[config.mk]
export PLATFORM = sky130hd
export DESIGN_NAME = nibble_add_seq
export DESIGN_NICKNAME = d
export VERILOG_FILES = /design/src/rtl/nibble_add_seq.sv
export SDC_FILE = /design/constraint.sdc
export NUM_CORES = 1
export LEC_CHECK = 0
export ABC_AREA = 0
export CORE_UTILIZATION = 55
export CTS_BUF_LIST = sky130_fd_sc_hd__clkbuf_4 sky130_fd_sc_hd__clkbuf_8
export DETAILED_ROUTE_END_ITERATION = 7
export PLACE_DENSITY = 0.82
export RECOVER_POWER = 100
export SYNTH_ARGS = -nofsm -noshare
export SYNTH_HDL_FRONTEND = slang
export SYNTH_HIERARCHICAL = 1
export SYNTH_SLANG_ARGS = --single-unit
[constraint.sdc]
create_clock -name clk -period 3.9 [get_ports clk]
set_input_delay 0.39 -clock clk [delete_from_list [all_inputs] [get_ports clk]]
set_output_delay 0.39 -clock clk [all_outputs]
set_load 0.03 [all_outputs]
[src/rtl/nibble_add_seq.sv]
// Multi-cycle W-bit adder: one 4-bit ripple adder stepped across NIBBLES nibbles with a registered carry.
// Optional subtract mode (op_sub port) is built when NIBBLE_ADD_SEQ_SUB_EN is defined.

module full_adder (
  input  logic [3:0] a,
  input  logic [3:0] b,
  input  logic       cin,
  output logic [3:0] sum,
  output logic       cout
);

  // Bitwise ripple chain.
  always_comb begin
    logic c;
    sum = '0;
    c   = cin;
    for (int i = 0; i < 4; i++) begin
      sum[i] = a[i] ^ b[i] ^ c;
      c      = (a[i] & b[i]) | (c & (a[i] ^ b[i]));
    end
    cout = c;
  end

endmodule

module nibble_add_seq #(
  parameter int unsigned NIBBLES = 4
) (
  input  logic                 clk,
  input  logic                 rst_n,
  input  logic                 start_valid,
  output logic                 start_ready,
  input  logic [4*NIBBLES-1:0] a_in,
  input  logic [4*NIBBLES-1:0] b_in,
`ifdef NIBBLE_ADD_SEQ_SUB_EN
  input  logic                 op_sub,
`endif
  input  logic                 cin_in,
  output logic                 res_valid,
  input  logic                 res_ready,
  output logic [4*NIBBLES-1:0] sum_out,
  output logic                 cout_out,
  output logic                 ovf_out,
  output logic                 busy
);

  localparam int unsigned W  = 4 * NIBBLES;
  localparam int unsigned IW = $clog2(NIBBLES);

  typedef enum logic [1:0] {IDLE, RUN, DONE} state_t;

  state_t          state;
  logic [W-1:0]    a_reg, b_reg, sum_reg;
  logic            carry_reg;
  logic [IW-1:0]   idx;
  logic [W-1:0]    b_eff;
  logic [W-1:0]    sum_nxt;
  logic [3:0]      a_nib, b_nib, add_sum;
  logic            add_cout;
  logic            last;
  logic            ovf_nxt;
  logic            carry_init;

`ifdef NIBBLE_ADD_SEQ_SUB_EN
  logic sub_reg;
  assign b_eff      = sub_reg ? ~b_reg : b_reg;
  assign carry_init = op_sub ? 1'b1 : cin_in;
`else
  assign b_eff      = b_reg;
  assign carry_init = cin_in;
`endif

  // Select the active nibble of each operand.
  always_comb begin
    a_nib = '0;
    b_nib = '0;
    for (int k = 0; k < int'(NIBBLES); k++) begin
      if (idx == IW'(k)) begin
        a_nib = a_reg[4*k +: 4];
        b_nib = b_eff[4*k +: 4];
      end
    end
  end

  full_adder u_full_adder (
    .a    (a_nib),
    .b    (b_nib),
    .cin  (carry_reg),
    .sum  (add_sum),
    .cout (add_cout)
  );

  // Merge the adder's nibble into the running sum.
  always_comb begin
    sum_nxt = sum_reg;
    for (int k = 0; k < int'(NIBBLES); k++) begin
      if (idx == IW'(k)) sum_nxt[4*k +: 4] = add_sum;
    end
  end

  assign last    = (idx == IW'(NIBBLES - 1));
  assign ovf_nxt = (a_reg[W-1] == b_eff[W-1]) && (sum_nxt[W-1] != a_reg[W-1]);

  // Control, datapath registers and registered outputs.
  always_ff @(posedge clk or negedge rst_n) begin
    if (!rst_n) begin
      state       <= IDLE;
      a_reg       <= '0;
      b_reg       <= '0;
      sum_reg     <= '0;
      carry_reg   <= 1'b0;
      idx         <= '0;
`ifdef NIBBLE_ADD_SEQ_SUB_EN
      sub_reg     <= 1'b0;
`endif
      start_ready <= 1'b1;
      res_valid   <= 1'b0;
      busy        <= 1'b0;
      sum_out     <= '0;
      cout_out    <= 1'b0;
      ovf_out     <= 1'b0;
    end else begin
      case (state)
        IDLE: begin
          if (start_valid) begin
            a_reg       <= a_in;
            b_reg       <= b_in;
            sum_reg     <= '0;
            carry_reg   <= carry_init;
            idx         <= '0;
`ifdef NIBBLE_ADD_SEQ_SUB_EN
            sub_reg     <= op_sub;
`endif
            state       <= RUN;
            start_ready <= 1'b0;
            busy        <= 1'b1;
          end
        end
        RUN: begin
          sum_reg   <= sum_nxt;
          carry_reg <= add_cout;
          if (last) begin
            idx       <= '0;
            state     <= DONE;
            res_valid <= 1'b1;
            sum_out   <= sum_nxt;
            cout_out  <= add_cout;
            ovf_out   <= ovf_nxt;
          end else begin
            idx <= idx + IW'(1);
          end
        end
        DONE: begin
          if (res_ready) begin
            state       <= IDLE;
            res_valid   <= 1'b0;
            busy        <= 1'b0;
            start_ready <= 1'b1;
          end
        end
        default: state <= IDLE;
      endcase
    end
  end

endmodule

==> results of run 1 <==
path summary, 6_finish.rpt:
check | to | slack (ps) | depth (start not counted)
min in group asynchronous | a_reg[13]$_DFFE_PN0P_ | 830 | 1
min reg2reg | sum_reg[4]$_DFFE_PN0P_ | 470 | 2
min | sum_reg[4]$_DFFE_PN0P_ | 470 | 2
max in group asynchronous | sum_out[0]$_DFFE_PN0P_ | 1050 | 2
max | sum_reg[7]$_DFFE_PN0P_ | 270 | 16
max reg2reg | sum_reg[7]$_DFFE_PN0P_ | 270 | 16
per-layer routing:
layer,vias up,share of wire [%]
met5,-,0
met4,0,1.8
met3,11,4.6
met2,75,50
met1,1183,44
li1,1150,-
power breakdown:
group	leakage, nW	internal, W	switching (W)
combinational	0.820	0.000866	0.00121
clock	0.0988	0.000288	0.000261
sequential	0.861	0.00106	0.000230
area by class of cell:
type	instances	share of cell area (%)
flip-flops and latches	70	42.8
well taps	75	2.29
clock buffers	13	4.22
clock inverters	3	0.428
inverters	15	1.37
multi-input cells	195	33.5
repair buffers	67	15.4
worst register-to-register path: stages, from the launching register on:
cell and delay, ps:
dfrtp_1 420, inv_1 90, ha_1 220, nor2b_2 180, a221oi_1 300, o31ai_1 150
fa_1 410, inv_1 80, fa_1 160, inv_1 50, fa_1 350, inv_1 80
fa_1 400, inv_1 190, nor2b_1 220, a21oi_1 90, o21ai_0 150
synth_stat cells:
cell,n
nand2b_1,1
o21ai_0,26
dfstp_2,1
nand2b_4,1
and3b_1,1
nand2_1,35
o41ai_1,1
a22oi_1,1
nor2_1,6
o21bai_4,1
fa_1,4
mux2_2,7
ha_1,4
nand3b_4,1
nor2_4,1
inv_1,15
mux2_4,30
o31ai_1,9
buf_2,8
buf_6,3
a221oi_1,8
dfrtp_1,69
a21oi_1,31
buf_4,2
clkbuf_1,8
a32o_1,1
nor2b_1,26
per-stage QoR:
stage          area, um2  utilization [%]  hold slack [ps]  power, W  cells
2_1_floorplan       3430                -             94.4   0.00290    301
3_3_place_gp        4050             68.0              454   0.00347    422
3_5_place_dp        4050             68.0              463   0.00356    422
4_1_cts             4240             71.2              271   0.00412    438
5_1_grt             4100             68.8              493   0.00421    438
6_report            4100             68.8              471   0.00391    438
timing repair:
item | 4_1_cts | 5_1_grt
buffers inserted | 0 | 0
setup endpoints to repair | 0 | 3
gates resized for setup | 0 | 3
logic make-up after synthesis:
family                   Yosys count
flip-flops                        70
adder cells (fa/ha/maj)            8
multiplexers                      37
AO/OA/AOI/OAI                     78
AND/OR/NAND/NOR                   72
buffers and inverters             36
==> results.yml, run 1 <==
status:
  outcome: "complete, but fails checks"
  failed_checks: "max-capacitance violations, max-slew violations"
detailed_routing:
  drt_iter0_markers: 232
  detail_route.vias_per_cell: 5.52
  vias: 2419
  wl_per_cell_um: 16.4
  ant_nets: 0
  postRouteWirelength_um: 7170
  post-route-drc-count: 0
  firstDrtPassIters: 4
logic_synthesis:
  synthMuxAreaShare_pct: 15.4
  ys_top_cells_by_area: "dfrtp_1 50%, mux2_4 13%, nor2b_1 4.7%, a21oi_1 4.5%, nand2_1 3.8%"
  yosys.area.top_type_share_pct: 50.3
  ys_seq_area_share_pct: 51.1
  syn-num-nets: 346
  synth_adder_area_share_pct: 3.79
  netlist_instances: 301
  synth_cell_types: 27
  synth_compound_area_share_pct: 13.6
  synthSimpleGateAreaFrac_pct: 11.0
  netlist_area_um2: 3430
  synth_warnings: 6
  synth_seq_cells: 70
  synth_top_family_by_area: "multiplexers"
  synth_top_cell_by_area: "dfrtp_1"
  synthXorXnorAreaFrac_pct: 0
  avgSynthCellArea_um2: 11.4
setup_path:
  crit_arrival_ps: 3900
  critPathSlowestCell: "dfrtp_1"
  worst-path-max-fanout: 8
  worstSetupPathType: "reg -> reg"
  crit_path_start: "idx[0]$_DFFE_PN0P_"
  timing.critical_path.buf_inv: 5
  rr_startpoint: "idx[0]$_DFFE_PN0P_"
  critPathTopFamily: "adder cells"
  crit_required_ps: 4170
  path_common_cell: "inv_1"
  cp_cell_sequence: "inv_1 > ha_1 > nor2b_2 > a221oi_1 > o31ai_1 > fa_1 > inv_1 > fa_1 > inv_1 > fa_1 > inv_1 > fa_1 > inv_1 > nor2b_1 > a21oi_1 > o21ai_0"
  startpoint_type: "flop"
  end_kind: "flop"
  cpPeakStageDelay_ps: 420
min_path:
  min_path_type: "reg -> reg"
  min_from: "sum_reg[4]$_DFFE_PN0P_"
floorplan:
  rows: 28
  die-width_um: 81.0
  die_area_um2: 6560
  core_area_um2: 5960
  start_util_pct: 57.6
  ios: 58
  die_y_um: 81.0
timing:
  fin_setup_tns_ps: 0
  slew_headroom_pct: -71.5
  min_period_ps: 3630
  fmax_mhz: 276
  setup_viol: 0
  fin_skew_ps: 9.20
  period_share_pct: 93.1
  worst_slack_ps: 271
  worst_pin_slew_ps: 2570
  rsz0062_at_grt: "no"
  slew_viol_final: 50
  hold_viol: 0
finish:
  final_cell_mix: "69 x dfrtp_1, 35 x nand2_1, 35 x clkdlybuf4s50_1, 31 x a21oi_1, 26 x o21ai_0"
  multi_input_area_um2: 1370
  antennaDiodeCount: 0
  area_delta_synth_final_pct: 19.4
  drive_gt1_share_pct: 13.2
  regArea_um2: 1750
  layout.nets: 403
  fillCellCount: 462
  layout.cells.most_common: "dfrtp_1"
pwr:
  ir_drop_mv: 0.546
  power_density_nw_per_um2: 955
  cellLeakagePower_nw: 1.78
job:
  drv_cap: 1
grt:
  gr-usage-met3_pct: 6.18
  met1_usage_pct: 30.8
  grt_pass1_wl_um: 11700
  grtUsageMet2_pct: 39.7
  grt-busiest-layer: "met2"
  grt_util_all_layers_pct: 24.4
  overflow: 0
  grt_pass1_vias: 2399
  grt_max_degree: 50
  antenna_found_initial: 0
clock_tree:
  cts_tree: "built"
  cts.htree.levels: 3
  clock-sinks: 70
  insertion_delay_ps: 350
  root_buffer: "clkbuf_8"
  cts.clk_slew.worst_paths_ps: 70
  clk_path_buf_depth: 2
  ctsHoldBuffers: 0
  cts_inserted_buffers: 9
placed_design:
  gp_congestion: 0.782
  pre_cts_ws_ps: 260
  portBuffers: 57
  hpwl_um: 5120
(Power assumes the default switching activity.)
==> run 2, diff against run 1 <==
- CORE_UTILIZATION: 55 -> 53
- CTS_BUF_LIST: sky130_fd_sc_hd__clkbuf_4 sky130_fd_sc_hd__clkbuf_8 -> default
- PLACE_DENSITY: 0.82 -> 0.8
==> run 2 against run 1 <==
  * Worst hold slack better by 3.2 ps
  * Worst setup slack better by 12 ps
  * Critical endpoint unchanged
  * Total power down 0.13%
  * Fmax rose by 0.34%
  * The run still ends with max-capacitance violations, max-slew violations left
  * Non-clock buffer count down 3
==> results.yml, run 2 (synthesized netlist as in run 1, its figures left out) <==
timing:
  fin_skew_ps: 8.45
  min_period_ps: 3620
  slew_viol_final: 60
  fin_setup_tns_ps: 0
  worst_pin_slew_ps: 1730
  slew_headroom_pct: -15.6
  hold_viol: 0
  rsz0062_at_grt: "no"
  fmax_mhz: 276
  period_share_pct: 92.7
  hold_slack_ps: 474
  setup_viol: 0
pwr:
  p_comb_share_pct: 52.5
  power_density_nw_per_um2: 958
  netSwitchingPower_w: 0.00169
  internal_power_w: 0.00222
  p_sw_share_pct: 43.2
  ir_drop_mv: 0.447
  clkPwrFrac_pct: 15.1
  cellLeakagePower_nw: 1.78
  pwr-share-seq_pct: 32.4
setup_path:
  worst-path-max-fanout: 11
  crit_arrival_ps: 3860
  startpoint_type: "flop"
  crit_required_ps: 4140
  end_kind: "flop"
  rr_worst_depth: 16
  worstSetupPathType: "reg -> reg"
grt:
  gr-usage-met3_pct: 3.74
  grtUsageMet2_pct: 36.0
  grt-busiest-layer: "met2"
  grt_pass1_wl_um: 11500
  grt_pass1_vias: 2263
  overflow: 0
  met1_usage_pct: 32.5
  grt_util_all_layers_pct: 23.6
  grt_max_degree: 40
  antenna_found_initial: 0
detailed_routing:
  ant_nets: 0
  post-route-drc-count: 0
  drt_iter0_markers: 195
  firstDrtPassIters: 4
  wl_per_cell_um: 15.9
  postRouteWirelength_um: 6940
  vias: 2343
  detail_route.vias_per_cell: 5.39
status:
  failed_checks: "max-capacitance violations, max-slew violations"
  outcome: "complete, but fails checks"
clock_tree:
  root_buffer: "clkbuf_8"
  insertion_delay_ps: 340
  cts.clk_slew.worst_paths_ps: 70
  ctsHoldBuffers: 0
  cts.htree.levels: 3
  clock-sinks: 70
  cts_inserted_buffers: 9
  clk_path_buf_depth: 2
  cts_tree: "built"
  cts_setup_buffers: 0
floorplan:
  die_y_um: 82.5
  start_util_pct: 56.3
  die_area_um2: 6800
  die-width_um: 82.5
  rows: 28
  core_area_um2: 6100
  ios: 58
finish:
  layout.cells.most_common: "dfrtp_1"
  layout.nets: 400
  final_cell_mix: "69 x dfrtp_1, 35 x nand2_1, 35 x clkdlybuf4s50_1, 31 x a21oi_1, 27 x mux2_1"
  antennaDiodeCount: 0
  area_delta_synth_final_pct: 18.9
  drive_gt1_share_pct: 9.44
job:
  drv_cap: 2
min_path:
  min_path_type: "reg -> reg"
  whs_path_depth: 2
placed_design:
  hpwl_um: 4800
  portBuffers: 57
  gp_congestion: 0.802
run 2: worst paths after layout:
| kind | slack, ps | from | end |
|---|---|---|---|
| setup / recovery | 280 | idx[0]$_DFFE_PN0P_ | sum_reg[7]$_DFFE_PN0P_ |
| hold / removal | 470 | sum_out[5]$_DFFE_PN0P_ | sum_out[5]$_DFFE_PN0P_ |
| setup reg to reg | 280 | idx[0]$_DFFE_PN0P_ | sum_reg[7]$_DFFE_PN0P_ |
| hold reg to reg | 470 | sum_out[5]$_DFFE_PN0P_ | sum_out[5]$_DFFE_PN0P_ |
| max in group asynchronous | 1620 | rst_n | b_eff[0]$_DFFE_PN0P_ |
| min in group asynchronous | 490 | rst_n | a_reg[9]$_DFFE_PN0P_ |
run 2: stage by stage:
stage / setup WS [ps] / std cells / utilization, % / cell area [um2] / total power (W)
2_1_floorplan: 508 / 301 / - / 3430 / 0.00290
3_3_place_gp: 361 / 419 / 66.0 / 4030 / 0.00345
3_5_place_dp: 173 / 419 / 66.0 / 4030 / 0.00352
4_1_cts: 94.7 / 435 / 69.3 / 4230 / 0.00413
5_1_grt: 59.9 / 435 / 66.9 / 4080 / 0.00422
6_report: 283 / 435 / 66.9 / 4080 / 0.00391
run 2: metal layers:
layer / part of all wire (%) / wire length [um]
met1: 46 / 3220
met2: 48 / 3340
met3: 3.4 / 236
met4: 2.0 / 139
met5: 0 / 0
run 2: cell type report:
class / instances / area (um2)
fillers: 515 / 2020
flip-flops and latches: 70 / 1750
multi-input cells: 195 / 1370
repair buffers: 64 / 611
clock buffers: 12 / 155
well taps: 75 / 93.8
inverters: 15 / 56.3
clock inverters: 4 / 45.0
run 2: worst max-delay path: stages (launching register included):
cell and delay (ps):
dfrtp_1 430, inv_1 110, ha_2 300, nor2b_1 260, a221oi_1 110, o31ai_1 330
fa_1 230, inv_1 50, fa_1 360, inv_1 80, fa_1 150, inv_1 50
fa_1 440, inv_2 140, nor2b_1 200, a21oi_1 90, o21ai_0 200
run 2: what timing repair did:
action | CTS | global route
setup endpoints to repair | 0 | 3
resized for setup | 0 | 3
hold endpoints to repair | 0 | 0
run 2: power groups by stage:
stage | combinational [W] | sequential (W) | clock, W
2_1_floorplan | 0.00152 | 0.00138 | 0
3_3_place_gp | 0.00216 | 0.00129 | 0
3_5_place_dp | 0.00222 | 0.00130 | 0
4_1_cts | 0.00224 | 0.00129 | 0.000597
5_1_grt | 0.00228 | 0.00131 | 0.000634
6_report | 0.00205 | 0.00127 | 0.000592
==> run 3, diff against run 2 <==
- MAX_ROUTING_LAYER: default -> met4
==> run 3 against run 2 <==
  * The run still ends with max-capacitance violations, max-slew violations left
  * Largest cell class unchanged
  * Combinational power about the same
  * Worst setup slack improved by 6.3 ps
  * Non-clock buffer count is the same
  * Register-to-register slack hardly changed
  * Total power is 0.20% higher
  * Worst hold slack better by 0.58 ps
  * Critical path type unchanged
==> results.yml, run 3 (synthesized netlist as in run 1, its figures left out) <==
finish:
  final_cell_mix: "69 x dfrtp_1, 35 x nand2_1, 35 x clkdlybuf4s50_1, 31 x a21oi_1, 27 x mux2_1"
  layout.cells.most_common: "dfrtp_1"
  layout.nets: 400
  fin_area_um2: 4080
  antennaDiodeCount: 0
  drive_gt1_share_pct: 9.44
  fillCellCount: 515
  area_delta_synth_final_pct: 18.9
timing:
  setup_viol: 0
  worst_pin_slew_ps: 1740
  fin_setup_tns_ps: 0
  fin_skew_ps: 9.72
  slew_headroom_pct: -16.1
  rsz0062_at_grt: "no"
  hold_viol: 0
  slew_viol_final: 33
  min_period_ps: 3610
  fmax_mhz: 277
  period_share_pct: 92.6
status:
  outcome: "complete, but fails checks"
  failed_checks: "max-capacitance violations, max-slew violations"
min_path:
  whs_path_depth: 2
  hold-path-endpoint: "sum_reg[8]$_DFFE_PN0P_"
  min_path_type: "reg -> reg"
  min_from: "sum_reg[8]$_DFFE_PN0P_"
floorplan:
  core_area_um2: 6100
  ios: 58
  die_area_um2: 6800
  die_y_um: 82.5
  die-width_um: 82.5
  rows: 28
  start_util_pct: 56.3
setup_path:
  crit_required_ps: 4150
  r2r_slack_ps: 290
  worst-path-max-fanout: 11
  crit_arrival_ps: 3860
  rr_worst_depth: 16
  r2r_end: "sum_reg[7]$_DFFE_PN0P_"
  rr_startpoint: "idx[0]$_DFFE_PN0P_"
  end_kind: "flop"
  startpoint_type: "flop"
  worstSetupPathType: "reg -> reg"
detailed_routing:
  wl_per_cell_um: 16.0
  vias: 2352
  post-route-drc-count: 0
  firstDrtPassIters: 6
  detail_route.vias_per_cell: 5.41
  postRouteWirelength_um: 6960
  ant_nets: 0
  drt_iter0_markers: 203
job:
  drv_cap: 2
grt:
  antenna_found_initial: 0
  grt_max_degree: 40
  overflow: 0
  grt_pass1_vias: 2256
  grt_pass1_wl_um: 11500
  grt_util_all_layers_pct: 24.2
clock_tree:
  cts.htree.levels: 3
  root_buffer: "clkbuf_8"
  cts.clk_slew.worst_paths_ps: 70
  clk_path_buf_depth: 2
  ctsHoldBuffers: 0
  insertion_delay_ps: 340
  cts_inserted_buffers: 9
  clock-sinks: 70
  cts_tree: "built"
placed_design:
  hpwl_um: 4800
  portBuffers: 57
  gp_congestion: 0.814
  dpl_cell_area_um2: 4030
pwr:
  ir_drop_mv: 0.451
  cellLeakagePower_nw: 1.78
  power_density_nw_per_um2: 960
==> run 3: what timing repair did <==
action | in CTS | in global routing
setup buffers | 0 | 0
setup endpoints to repair | 0 | 3
resized for setup | 0 | 3
==> run 3: through the flow <==
step                util, %  hold slack [ps]  std cells  power, W  worst slack (ps)
finish                 66.9              475        435   0.00392               290
global placement       66.0              455        419   0.00345               361
global route           66.9              492        435   0.00422              65.3
floorplan                 -             94.4        301   0.00290               508
detailed placement     66.0              463        419   0.00352               173
CTS                    69.3              133        435   0.00413              94.7
==> run 3: final cells by class <==
type | count | area [um2] | area share [%]
clock buffer | 12 | 155 | 3.80
clock inverter | 4 | 45.0 | 1.10
inverter | 15 | 56.3 | 1.38
multi-input combinational | 195 | 1370 | 33.5
sequential | 70 | 1750 | 43.0
tap | 75 | 93.8 | 2.30
timing repair buffer | 64 | 611 | 15.0
==> run 3: worst max-delay path by stage <==
stage	from	to	slack (ps)
after global placement	idx[0]$_DFFE_PN0P_	ovf_out$_DFFE_PN0P_	360
after floorplan	idx[1]$_DFFE_PN0P_	ovf_out$_DFFE_PN0P_	510
after global routing	idx[0]$_DFFE_PN0P_	sum_reg[7]$_DFFE_PN0P_	70
after CTS	idx[0]$_DFFE_PN0P_	sum_reg[7]$_DFFE_PN0P_	90
after detailed placement	idx[0]$_DFFE_PN0P_	sum_reg[3]$_DFFE_PN0P_	170
final	idx[0]$_DFFE_PN0P_	sum_reg[7]$_DFFE_PN0P_	290
==> run 3: critical path: stages, from the launching register on <==
cell and delay, ps:
dfrtp_1 430, inv_1 100, ha_2 300, nor2b_1 260, a221oi_1 110, o31ai_1 340
fa_1 230, inv_1 50, fa_1 360, inv_1 80, fa_1 150, inv_1 50
fa_1 440, inv_2 140, nor2b_1 190, a21oi_1 90, o21ai_0 200
==> run 3: where the power goes <==
group	switching (W)	internal [W]	total [W]
sequential	0.000210	0.00106	0.00127
clock	0.000264	0.000327	0.000592
combinational	0.00122	0.000838	0.00206
==> run 3: per-layer routing <==
metal,routed length (um),track usage (%),up-vias
met4,106,12.1,0
li1,-,-,1150
met1,3170,32.2,1119
met3,287,3.74,7
met5,0,-,-
met2,3390,36.1,76
